**config.mk**
```make
export PLATFORM = sky130hd
export DESIGN_NAME = dmem_arbiter
export DESIGN_NICKNAME = d
export VERILOG_FILES = /design/src/rtl/dmem_arbiter.sv
export SDC_FILE = /design/constraint.sdc
export NUM_CORES = 1
export LEC_CHECK = 0
export BUFFER_PORTS_ARGS = -buffer_cell sky130_fd_sc_hd__buf_2
export CAP_MARGIN = 0
export CORE_MARGIN = 1
export CORE_UTILIZATION = 39
export DETAILED_ROUTE_END_ITERATION = 8
export GPL_TIMING_DRIVEN = 0
export PLACE_DENSITY = 0.76
export SYNTH_ARGS = -nofsm -noshare
export SYNTH_HDL_FRONTEND = slang
export SYNTH_SLANG_ARGS = --single-unit
```
**constraint.sdc**
```tcl
create_clock -name clk -period 2.8 [get_ports clk]
set_input_delay 0.42 -clock clk [delete_from_list [all_inputs] [get_ports clk]]
set_output_delay 0.42 -clock clk [all_outputs]
set_load 0.02 [all_outputs]
```
**src/rtl/dmem_arbiter.sv**
```systemverilog
// Two-requester arbiter/sequencer for the 32 x 16-bit data memory.
// Each transaction runs IDLE (grant) -> ACCESS (memory cycle) -> DONE (ack pulse).
module dmem_arbiter #(
   parameter int unsigned AW         = 5,
   parameter int unsigned DW         = 16,
   parameter bit          FIXED_PRIO = 1'b0
) (
   input  logic          clk,
   input  logic          rst_n,
   input  logic          req0,
   input  logic          we0,
   input  logic [AW-1:0] addr0,
   input  logic [DW-1:0] wdata0,
   output logic          ack0,
   input  logic          req1,
   input  logic          we1,
   input  logic [AW-1:0] addr1,
   input  logic [DW-1:0] wdata1,
   output logic          ack1,
   output logic [DW-1:0] rdata,
   output logic          busy,
   output logic          mem_write,
   output logic [AW-1:0] mem_addr,
   output logic [DW-1:0] mem_wdata,
   input  logic [DW-1:0] mem_rdata
);

   typedef enum logic [1:0] {StIdle, StAccess, StDone} state_e;

   state_e        state_q, state_d;
   logic          mem_write_q, mem_write_d;
   logic [AW-1:0] mem_addr_q, mem_addr_d;
   logic [DW-1:0] mem_wdata_q, mem_wdata_d;
   logic          ack0_q, ack0_d;
   logic          ack1_q, ack1_d;
   logic [DW-1:0] rdata_q, rdata_d;
   logic          last_grant_q, last_grant_d;
   logic          grant_id_q, grant_id_d;
   logic          winner;

   // On a tie, round-robin favours whoever was not served last.
   always_comb begin
      winner = req1;
      if (req0 && req1) begin
         winner = FIXED_PRIO ? 1'b0 : ~last_grant_q;
      end
   end

   always_comb begin
      state_d      = state_q;
      mem_write_d  = mem_write_q;
      mem_addr_d   = mem_addr_q;
      mem_wdata_d  = mem_wdata_q;
      ack0_d       = ack0_q;
      ack1_d       = ack1_q;
      rdata_d      = rdata_q;
      last_grant_d = last_grant_q;
      grant_id_d   = grant_id_q;

      unique case (state_q)
         StIdle: begin
            mem_write_d = 1'b0;
            if (req0 || req1) begin
               state_d      = StAccess;
               grant_id_d   = winner;
               last_grant_d = winner;
               mem_addr_d   = winner ? addr1 : addr0;
               mem_wdata_d  = winner ? wdata1 : wdata0;
               mem_write_d  = winner ? we1 : we0;
            end
         end
         StAccess: begin
            // mem_write_q still reflects the granted transaction's direction here.
            if (!mem_write_q) begin
               rdata_d = mem_rdata;
            end
            mem_write_d = 1'b0;
            ack0_d      = ~grant_id_q;
            ack1_d      = grant_id_q;
            state_d     = StDone;
         end
         StDone: begin
            ack0_d  = 1'b0;
            ack1_d  = 1'b0;
            state_d = StIdle;
         end
         default: begin
            state_d     = StIdle;
            mem_write_d = 1'b0;
            ack0_d      = 1'b0;
            ack1_d      = 1'b0;
         end
      endcase
   end

   always_ff @(posedge clk or negedge rst_n) begin
      if (!rst_n) begin
         state_q      <= StIdle;
         mem_write_q  <= 1'b0;
         mem_addr_q   <= '0;
         mem_wdata_q  <= '0;
         ack0_q       <= 1'b0;
         ack1_q       <= 1'b0;
         rdata_q      <= '0;
         last_grant_q <= 1'b1;
         grant_id_q   <= 1'b0;
      end else begin
         state_q      <= state_d;
         mem_write_q  <= mem_write_d;
         mem_addr_q   <= mem_addr_d;
         mem_wdata_q  <= mem_wdata_d;
         ack0_q       <= ack0_d;
         ack1_q       <= ack1_d;
         rdata_q      <= rdata_d;
         last_grant_q <= last_grant_d;
         grant_id_q   <= grant_id_d;
      end
   end

   assign mem_write = mem_write_q;
   assign mem_addr  = mem_addr_q;
   assign mem_wdata = mem_wdata_q;
   assign ack0      = ack0_q;
   assign ack1      = ack1_q;
   assign rdata     = rdata_q;
   assign busy      = (state_q != StIdle);

endmodule

```
==> reports/metrics.cfg, run 1 <==
[detailed_routing]
drt-total-wl_um=3910
drtIter0Drc=31
wl_per_cell_um=12.6
drc=0
vias_per_cell=4.54
num_vias=1404
detail-route-antenna-nets=0
firstDrtPassIters=4

[worst_setup_path]
crit_slowest_cell=dfrtp_1
crit_buf_inv=2
path_delay_family=flip-flops
crit_top_cell=buf_2
crit_fanout=5
critPathArrivalTime_ns=1.29
crit_path_end_kind=output port
critPathLaunchType=register
crit_path_max_incr_delay_ns=0.43
path_class=register to output port
cp_cell_sequence=or2_1, buf_2, buf_2
required_ns=2.38

[synth]
netlist_area_sq_um=2110
synth-compound-area-share_pct=1.49
synth_nets=191
ys_seq_area_share_pct=52.3
synth_top_family_by_area=multiplexers
synth-simple-area-share_pct=2.55
netlist_instances=127
synth_cell_types=20
synthMuxAreaShare_pct=39.0
syn_avg_cell_area_sq_um=16.6
synth_xor_area_share_pct=0
ys_ff_latch=44
ys_warn_count=0
yosys.area_share.adder_pct=0

[clock_tree]
htree_levels=2
cts_tree=yes
cts_resized=0
postCtsSetupRepairBufs=0
cts_hold_buffers=0
insertion_delay_ns=0.28
clk_pin_slew_ns=0.08
cts_buffers=5
clockBufferDepth=2
clkSinkCount=44
clk_root_buffer_cell=clkbuf_8

[global_routing]
grt_pass1_vias=1403
grt_pass1_wl_um=6070
grt_usage_pct=14.3
grt-ovfl-total=0
antenna_found_initial=0
grt_max_degree=45

[timing]
slew_headroom_pct=36.7
fmax_ghz=0.585
timing.setup.tns_ns=0
slew_violations=0
finalWorstPathRequiredPeriod_ns=1.71
rsz0062_at_grt=no
fin_crit_sh_pct=61.0
finalSetupViolations=0
setup_slack_ns=1.09
skew_ns=0.0104
hold_viol_final=0
tightest_slew_ns=0.949

[power_and_ir_drop]
p_leak_nw=1.46
powerDensity_nw_per_um2=1130
max-vdd-ir-drop_v=0.000677
total_power_mw=3.18

[finish]
syn_to_final_growth_pct=33.2
n_fill_cell=466
drive_gt1_share_pct=74.9
diodes=0
fin_nets=302
regArea_sq_um=1100
multiInputGateArea_sq_um=907

[job]
drv_cap=0

[floorplan]
fp.dieW_um=75.5
die_area_sq_um=5700
core_area_sq_um=5140
fp.dieH_um=75.5
start_util_pct=41.0
num_rows=26
io_pins=105

[place]
place_ws_ns=1.12
port-buffer-count=104
place.gp.congestion=0.696
dpl.hpwl_um=3000

[run_status]
status=complete, no violations

[worst_hold_path]
hold_path.class=input pin to asynchronous set/reset pin

## cells in the mapped netlist
cell type / count / share of area, %
dfrtp_1: 43 / 51
mux2_4: 34 / 24
mux2_2: 25 / 13
buf_6: 4 / 2.1
mux2i_1: 3 / 1.4
nor2_1: 3 / 0.53
nor2b_1: 2 / 0.59
a21bo_1: 1 / 0.48
buf_12: 1 / 0.95
buf_2: 1 / 0.24
buf_4: 1 / 0.36
buf_8: 1 / 0.71
dfstp_2: 1 / 1.2
inv_1: 1 / 0.18
nand2_1: 1 / 0.18
nor2_8: 1 / 0.95
o21ai_0: 1 / 0.24
o2bb2ai_1: 1 / 0.42
o31ai_1: 1 / 0.36
or2_1: 1 / 0.30
## cells by family (layout without fill, tap and decap cells)
| group | Yosys count | after routing |
|---|---|---|
| mux | 62 | 62 |
| buf+inv | 9 | 121 |
| flops | 44 | 44 |
| simple gates | 8 | 8 |
| compound gates | 4 | 4 |
## area by class of cell
cell class / count / area share, %
timing repair buffer: 104 / 18.6
sequential: 44 / 39.3
buffer: 8 / 3.30
clock buffer: 8 / 3.21
tap: 70 / 3.12
inverter: 1 / 0.134
multi-input combinational: 74 / 32.4
## power breakdown
part	internal, mW	switching, mW	leakage, nW
combinational	0.834	0.821	0.890
sequential	0.965	0.170	0.519
clock	0.201	0.190	0.0455
total	2.00	1.18	1.46
## per-stage QoR
stage          instances  util, %  cell area [sq um]  hold WS [ns]
2_1_floorplan        127        -               2110         0.124
3_3_place_gp         301     52.8               2710         0.481
3_5_place_dp         301     52.8               2710         0.488
4_1_cts              309     54.6               2800         0.313
5_1_grt              309     54.6               2800         0.355
6_report             309     54.6               2800         0.269
## layer usage
layer / global-route usage, % / wire length [um] / vias up
met4: 5.14 / 34 / 0
met1: 15.5 / 1600 / 672
met2: 26.0 / 2030 / 59
met3: 4.76 / 251 / 4
met5: 0 / 0 / -
li1: - / - / 669
## flip-flops by register name, summed over array words and instances (netlist names)
signal	flops
mem_wdata	16
rdata	16
last_grant_q	1
state_q	2
mem_write	1
ack1	1
mem_addr	5
ack0	1
grant_id_q	1
## path summary, 6_finish.rpt
kind,depth (start not counted),startpoint,slack [ns],endpoint
hold reg to reg,1,rdata[9]$_DFFE_PN0P_,0.50,rdata[9]$_DFFE_PN0P_
min in group clk,2,mem_rdata[14],0.36,rdata[14]$_DFFE_PN0P_
setup reg to reg,5,state_q[0]$_DFFE_PN0P_,1.17,mem_wdata[5]$_DFFE_PN0P_
hold / removal,1,rst_n,0.27,mem_wdata[0]$_DFFE_PN0P_
max in group asynchronous,1,rst_n,1.92,rdata[9]$_DFFE_PN0P_
setup / recovery,3,state_q[0]$_DFFE_PN0P_,1.09,busy
## layout by cell type (no fill, tap or decap), types with 2 or more instances in the layout
master | Yosys | routed
mux2_2 | 25 | 25
buf_2 | 1 | 105
mux2i_1 | 3 | 3
mux2_4 | 34 | 34
nor2_1 | 3 | 3
clkbuf_1 | 0 | 2
buf_6 | 4 | 4
dfrtp_1 | 43 | 43
nor2b_1 | 2 | 2
clkbuf_8 | 0 | 6
No activity file was read; power rests on OpenSTA's default activity.
==> run 2: changes to the inputs <==
--- a/config.mk
+++ b/config.mk
@@ -11,7 +11,7 @@
 export CORE_UTILIZATION = 39
 export DETAILED_ROUTE_END_ITERATION = 8
 export GPL_TIMING_DRIVEN = 0
-export PLACE_DENSITY = 0.76
+export PLACE_DENSITY = 0.79
 export SYNTH_ARGS = -nofsm -noshare
 export SYNTH_HDL_FRONTEND = slang
 export SYNTH_SLANG_ARGS = --single-unit
==> constraint.sdc (replaced) <==
create_clock -name clk -period 1.5 [get_ports clk]
set_input_delay 0.225 -clock clk [delete_from_list [all_inputs] [get_ports clk]]
set_output_delay 0.225 -clock clk [all_outputs]
set_load 0.02 [all_outputs]
==> reports/metrics.cfg, run 2 (same netlist as run 1, synthesis figures left out) <==
[run_status]
status=finished with violations
violations=negative setup slack

[floorplan]
fp.dieH_um=75.5
core_area_sq_um=5140
io_pins=105
fp.dieW_um=75.5
num_rows=26
die_area_sq_um=5700
start_util_pct=41.0

[timing]
rsz0062_at_grt=yes
slew_violations=0
hold_viol_final=0
slew_headroom_pct=37.4
setup_slack_ns=-0.104
finalWorstPathRequiredPeriod_ns=1.60
tightest_slew_ns=0.940
fmax_ghz=0.624
skew_ns=0.00576
finalSetupViolations=21
fin_crit_sh_pct=107

[detailed_routing]
firstDrtPassIters=2
drt-total-wl_um=4110
drc=0
vias_per_cell=4.52
drtIter0Drc=29
top_layer_used=met4
met2RoutedLength_um=2090
detail-route-antenna-nets=0
met3WireLength_um=241
wl_per_cell_um=12.9
num_vias=1441
m1WireLength_um=1720

[global_routing]
grt-ovfl-total=0
grt_max_degree=45
grt_pass1_vias=1378
grt_pass1_wl_um=5980
antenna_found_initial=0
grt_usage_pct=14.4

[worst_setup_path]
path_class=register to register
cp_cell_sequence=a21bo_1, buf_6, buf_12, mux2_4, mux2_4
rr_worst_depth=5
reg2reg_from=last_grant_q$_DFFE_PN1P_
crit_fanout=10
crit_path_end_kind=register
critPathArrivalTime_ns=1.78
crit_top_cell=mux2_4
worst_r2r_endpoint=mem_wdata[10]$_DFFE_PN0P_
critPathLaunchType=register
reg2reg_slack_ns=-0.10
crit_path_max_incr_delay_ns=0.54
crit_slowest_cell=dfstp_2
required_ns=1.68

[clock_tree]
cts_buffers=5
htree_levels=2
clk_root_buffer_cell=clkbuf_8
cts_hold_buffers=0
cts_tree=yes
clockBufferDepth=2
insertion_delay_ns=0.29
clkSinkCount=44
clk_pin_slew_ns=0.08

[power_and_ir_drop]
powerDensity_nw_per_um2=2180
total_power_mw=6.48
max-vdd-ir-drop_v=0.000951
p_leak_nw=1.56

[job]
drv_cap=0

[finish]
diodes=0
fin_nets=312
final_common_cell=buf_2
syn_to_final_growth_pct=41.1
n_fill_cell=450
mostFrequentLayoutCells=103 x buf_2, 43 x dfrtp_1, 41 x mux2_4
drive_gt1_share_pct=77.1

[place]
place_ws_ns=-0.108
dpl.hpwl_um=2990
place.gp.congestion=0.660
port-buffer-count=104

[worst_hold_path]
hold_path.class=input pin to asynchronous set/reset pin

==> run 2: cell types whose count changed in the layout (fill, tap and decap cells not counted) <==
cell / change
clkbuf_1: -1
clkbuf_8: -1
bufinv_16: +1
buf_12: +2
mux2_4: +7
buf_8: +1
nor2b_1: -2
buf_2: -2
buf_4: +10
clkinv_2: +1
nor2b_4: +2
buf_6: -1
mux2_2: -7
==> run 2: final cells by class <==
cell class / count / area [sq um] / area share [%]
clock buffer: 6 / 72.6 / 2.44
inverter: 1 / 3.75 / 0.126
clock inverter: 2 / 35.0 / 1.18
multi-input combinational: 74 / 948 / 31.9
sequential: 44 / 1100 / 37.1
tap: 70 / 87.6 / 2.95
buffer: 8 / 124 / 4.17
timing repair buffer: 114 / 598 / 20.1
==> run 2: layer usage <==
metal  vias to the layer above  track usage [%]
li1                        690                -
met1                       686             16.1
met2                        58             25.7
met3                         7             5.42
met4                         0             4.32
met5                         -                0
==> run 2: worst max path at each step <==
| stage | startpoint | to | slack (ns) |
|---|---|---|---|
| 2_1_floorplan | last_grant_q$_DFFE_PN1P_ | mem_addr[0]$_DFFE_PN0P_ | -0.03 |
| 5_1_grt | last_grant_q$_DFFE_PN1P_ | mem_wdata[15]$_DFFE_PN0P_ | -0.15 |
| 6_report | last_grant_q$_DFFE_PN1P_ | mem_wdata[10]$_DFFE_PN0P_ | -0.10 |
| 3_3_place_gp | last_grant_q$_DFFE_PN1P_ | mem_addr[0]$_DFFE_PN0P_ | -0.09 |
| 4_1_cts | last_grant_q$_DFFE_PN1P_ | mem_wdata[15]$_DFFE_PN0P_ | -0.12 |
| 3_5_place_dp | state_q[0]$_DFFE_PN0P_ | mem_wdata[15]$_DFFE_PN0P_ | -0.11 |
==> run 2: where the power goes <==
| group | internal (mW) | switching [mW] |
|---|---|---|
| clock network | 0.494 | 0.368 |
| registers | 1.80 | 0.322 |
| logic | 1.85 | 1.64 |
==> run 2: per-stage QoR <==
step | cell area (sq um) | cells | utilization, % | TNS (ns) | hold slack, ns
2_1_floorplan | 2120 | 127 | - | -0.525 | -0.0706
3_3_place_gp | 2720 | 301 | 53.0 | -1.36 | 0.419
3_5_place_dp | 2720 | 301 | 53.0 | -2.08 | 0.428
6_report | 2970 | 319 | 57.8 | -1.71 | 0.0782
4_1_cts | 2850 | 311 | 55.5 | -1.74 | 0.115
5_1_grt | 2970 | 319 | 57.8 | -3.55 | 0.152
==> run 2: worst max-delay path, delay by kind of cell, from the launching register on <==
family                 cells  cell delay (ns)
DFF                        1             0.54
muxes                      2             0.56
buffers and inverters      2             0.28
AOI/OAI and AO/OA          1             0.11
==> run 2: repair_timing <==
action | in CTS | in global routing
gates cloned | 0 | 0
endpoints found under the hold margin | 0 | 0
pin swaps | 0 | 1
gates resized for setup | 1 | 16
buffers inserted | 2 | 8
setup endpoints to repair | 29 | 33
==> run 3: changes to the inputs <==
--- a/config.mk
+++ b/config.mk
@@ -5,6 +5,7 @@
 export SDC_FILE = /design/constraint.sdc
 export NUM_CORES = 1
 export LEC_CHECK = 0
+export ABC_AREA = 1
 export BUFFER_PORTS_ARGS = -buffer_cell sky130_fd_sc_hd__buf_2
 export CAP_MARGIN = 0
 export CORE_MARGIN = 1
==> reports/metrics.cfg, run 3 <==
[run_status]
status=complete, no violations

[global_routing]
grt_pass1_vias=1743
grt_usage_pct=18.1
grt_max_degree=45
grt_pass1_wl_um=7630
grt-ovfl-total=0
antenna_found_initial=0

[clock_tree]
insertion_delay_ns=0.29
postCtsSetupRepairBufs=0
cts_buffers=5
clk_root_buffer_cell=clkbuf_8
clkSinkCount=44
clockBufferDepth=2
clk_pin_slew_ns=0.08
cts_tree=yes
htree_levels=2

[worst_setup_path]
path_class=register to register
worst_r2r_endpoint=mem_write$_DFFE_PN0P_
critPathArrivalTime_ns=1.54
crit_fanout=10
reg2reg_from=last_grant_q$_DFFE_PN1P_
critPathLaunchType=register
crit_path_end_kind=register
required_ns=1.68
rr_worst_depth=6
reg2reg_slack_ns=0.14

[timing]
tightest_slew_ns=0.941
slew_headroom_pct=37.3
slew_violations=0
skew_ns=0.00448
fmax_ghz=0.734
rsz0062_at_grt=no
hold_viol_final=0
finalWorstPathRequiredPeriod_ns=1.36
timing.setup.tns_ns=0
fin_crit_sh_pct=90.8
holdWs_ns=0.0785
finalSetupViolations=0

[detailed_routing]
vias_per_cell=4.47
num_vias=2073
firstDrtPassIters=4
drtIter0Drc=117
drt-total-wl_um=4820
detail-route-antenna-nets=0
wl_per_cell_um=10.4
drc=0

[floorplan]
core_area_sq_um=5170
start_util_pct=40.9
die_area_sq_um=5720
num_rows=26
fp.dieW_um=75.6
fp.dieH_um=75.6
io_pins=105

[power_and_ir_drop]
p_leak_nw=1.76
powerDensity_nw_per_um2=2010
max-vdd-ir-drop_v=0.000964

[finish]
regArea_sq_um=1100
drive_gt1_share_pct=31.0
final_common_cell=nand2_1
multiInputGateArea_sq_um=741
fin_nets=457
mostFrequentLayoutCells=107 x nand2_1, 106 x buf_2, 61 x nand3_1
syn_to_final_growth_pct=32.7
diodes=0
n_fill_cell=478

[synth]
synth_cell_types=15
synth_edf_count=0
synth_flop_cell=dfrtp_1
ys_ff_latch=44
netlist_instances=282
yosysTopAreaCellShare_pct=50.9
post-synth-top-count-cell=nand2_1
ys_warn_count=0
synth_nets=346
ys_seq_area_share_pct=52.2
ys_top_cells_by_count=107 x nand2_1, 61 x nand3_1, 48 x inv_1
synth_area_leaders=dfrtp_1 51%, nand2_1 19%, nand3_1 14%, inv_1 8.5%, dfstp_2 1.2%
synthArstFlopShare_pct=100
syn_avg_cell_area_sq_um=7.49
netlist_area_sq_um=2110
synth_top_area_cell=dfrtp_1

[place]
port-buffer-count=104
place.gp.congestion=0.842
dpl.hpwl_um=3680

[worst_hold_path]
hold_path.class=input pin to asynchronous set/reset pin

[job]
drv_cap=0

## run 3: changes by cell type after synthesis, sizes merged, moves of 2 or more
cell	change
buf	+2
nor2b	-2
o21ai	+2
nand3	+61
nand2	+106
inv	+49
mux2	-59
clkbuf	+3
mux2i	-3
## run 3: critical path, stage by stage (launching register included)
cell,delay [ns]
dfstp_2,0.53
nand2_1,0.11
nand2_1,0.16
clkbuf_4,0.23
nand2_1,0.06
nand3_1,0.10
nand2_1,0.06
## run 3: what timing repair did
item                                   4_1_cts  5_1_grt
hold buffers                                 0        0
setup endpoints to repair                    0        1
endpoints found under the hold margin        0        0
resized for setup                            0        1
## run 3: how the worst max path moves through the flow
stage	from	to	slack, ns	depth (start not counted)
final	last_grant_q$_DFFE_PN1P_	mem_write$_DFFE_PN0P_	0.14	6
after global routing	last_grant_q$_DFFE_PN1P_	mem_wdata[10]$_DFFE_PN0P_	0.02	6
after CTS	last_grant_q$_DFFE_PN1P_	mem_write$_DFFE_PN0P_	0.12	6
after detailed placement	last_grant_q$_DFFE_PN1P_	mem_write$_DFFE_PN0P_	0.14	6
after global placement	last_grant_q$_DFFE_PN1P_	mem_write$_DFFE_PN0P_	0.14	6
after floorplan	state_q[1]$_DFFE_PN0P_	mem_addr[0]$_DFFE_PN0P_	0.27	7
## run 3: area by class of cell
cell class                 instances  share of cell area (%)
buffer                            13                    2.90
clock buffer                       7                    2.72
clock inverter                     1                   0.178
inverter                          51                    6.82
multi-input combinational        174                    26.4
sequential                        44                    39.3
tap                               70                    3.12
timing repair buffer             104                    18.6
## run 3: logic make-up after synthesis
group	count (synthesis)	synth area share (%)
compound gates	3	0.710
buf+inv	64	12.8
flops	44	52.2
simple gates	171	34.3
## run 3: per-layer routing
layer  vias to the layer above  GRT usage (%)  share of wire [%]
met5                         -              0                  0
met4                         0           9.67                2.3
met3                         9           4.23                6.5
met2                        88           29.5                 45
met1                       895           22.5                 46
li1                       1081              -                  -
## run 3: stage by stage
step | power [mW] | area, sq um | utilization, % | setup slack, ns | std cells
after floorplan | 4.00 | 2110 | - | 0.268 | 282
after global placement | 4.92 | 2720 | 52.6 | 0.144 | 456
after detailed placement | 4.99 | 2720 | 52.6 | 0.144 | 456
after CTS | 5.70 | 2800 | 54.2 | 0.124 | 464
after global routing | 6.16 | 2810 | 54.2 | 0.0207 | 464
final | 5.64 | 2810 | 54.2 | 0.138 | 464
## run 3: power by group
group | switching [mW] | total, mW | internal, mW
combinational | 1.91 | 2.87 | 0.966
clock | 0.362 | 0.689 | 0.327
sequential | 0.295 | 2.08 | 1.79
total | 2.56 | 5.64 | 3.08
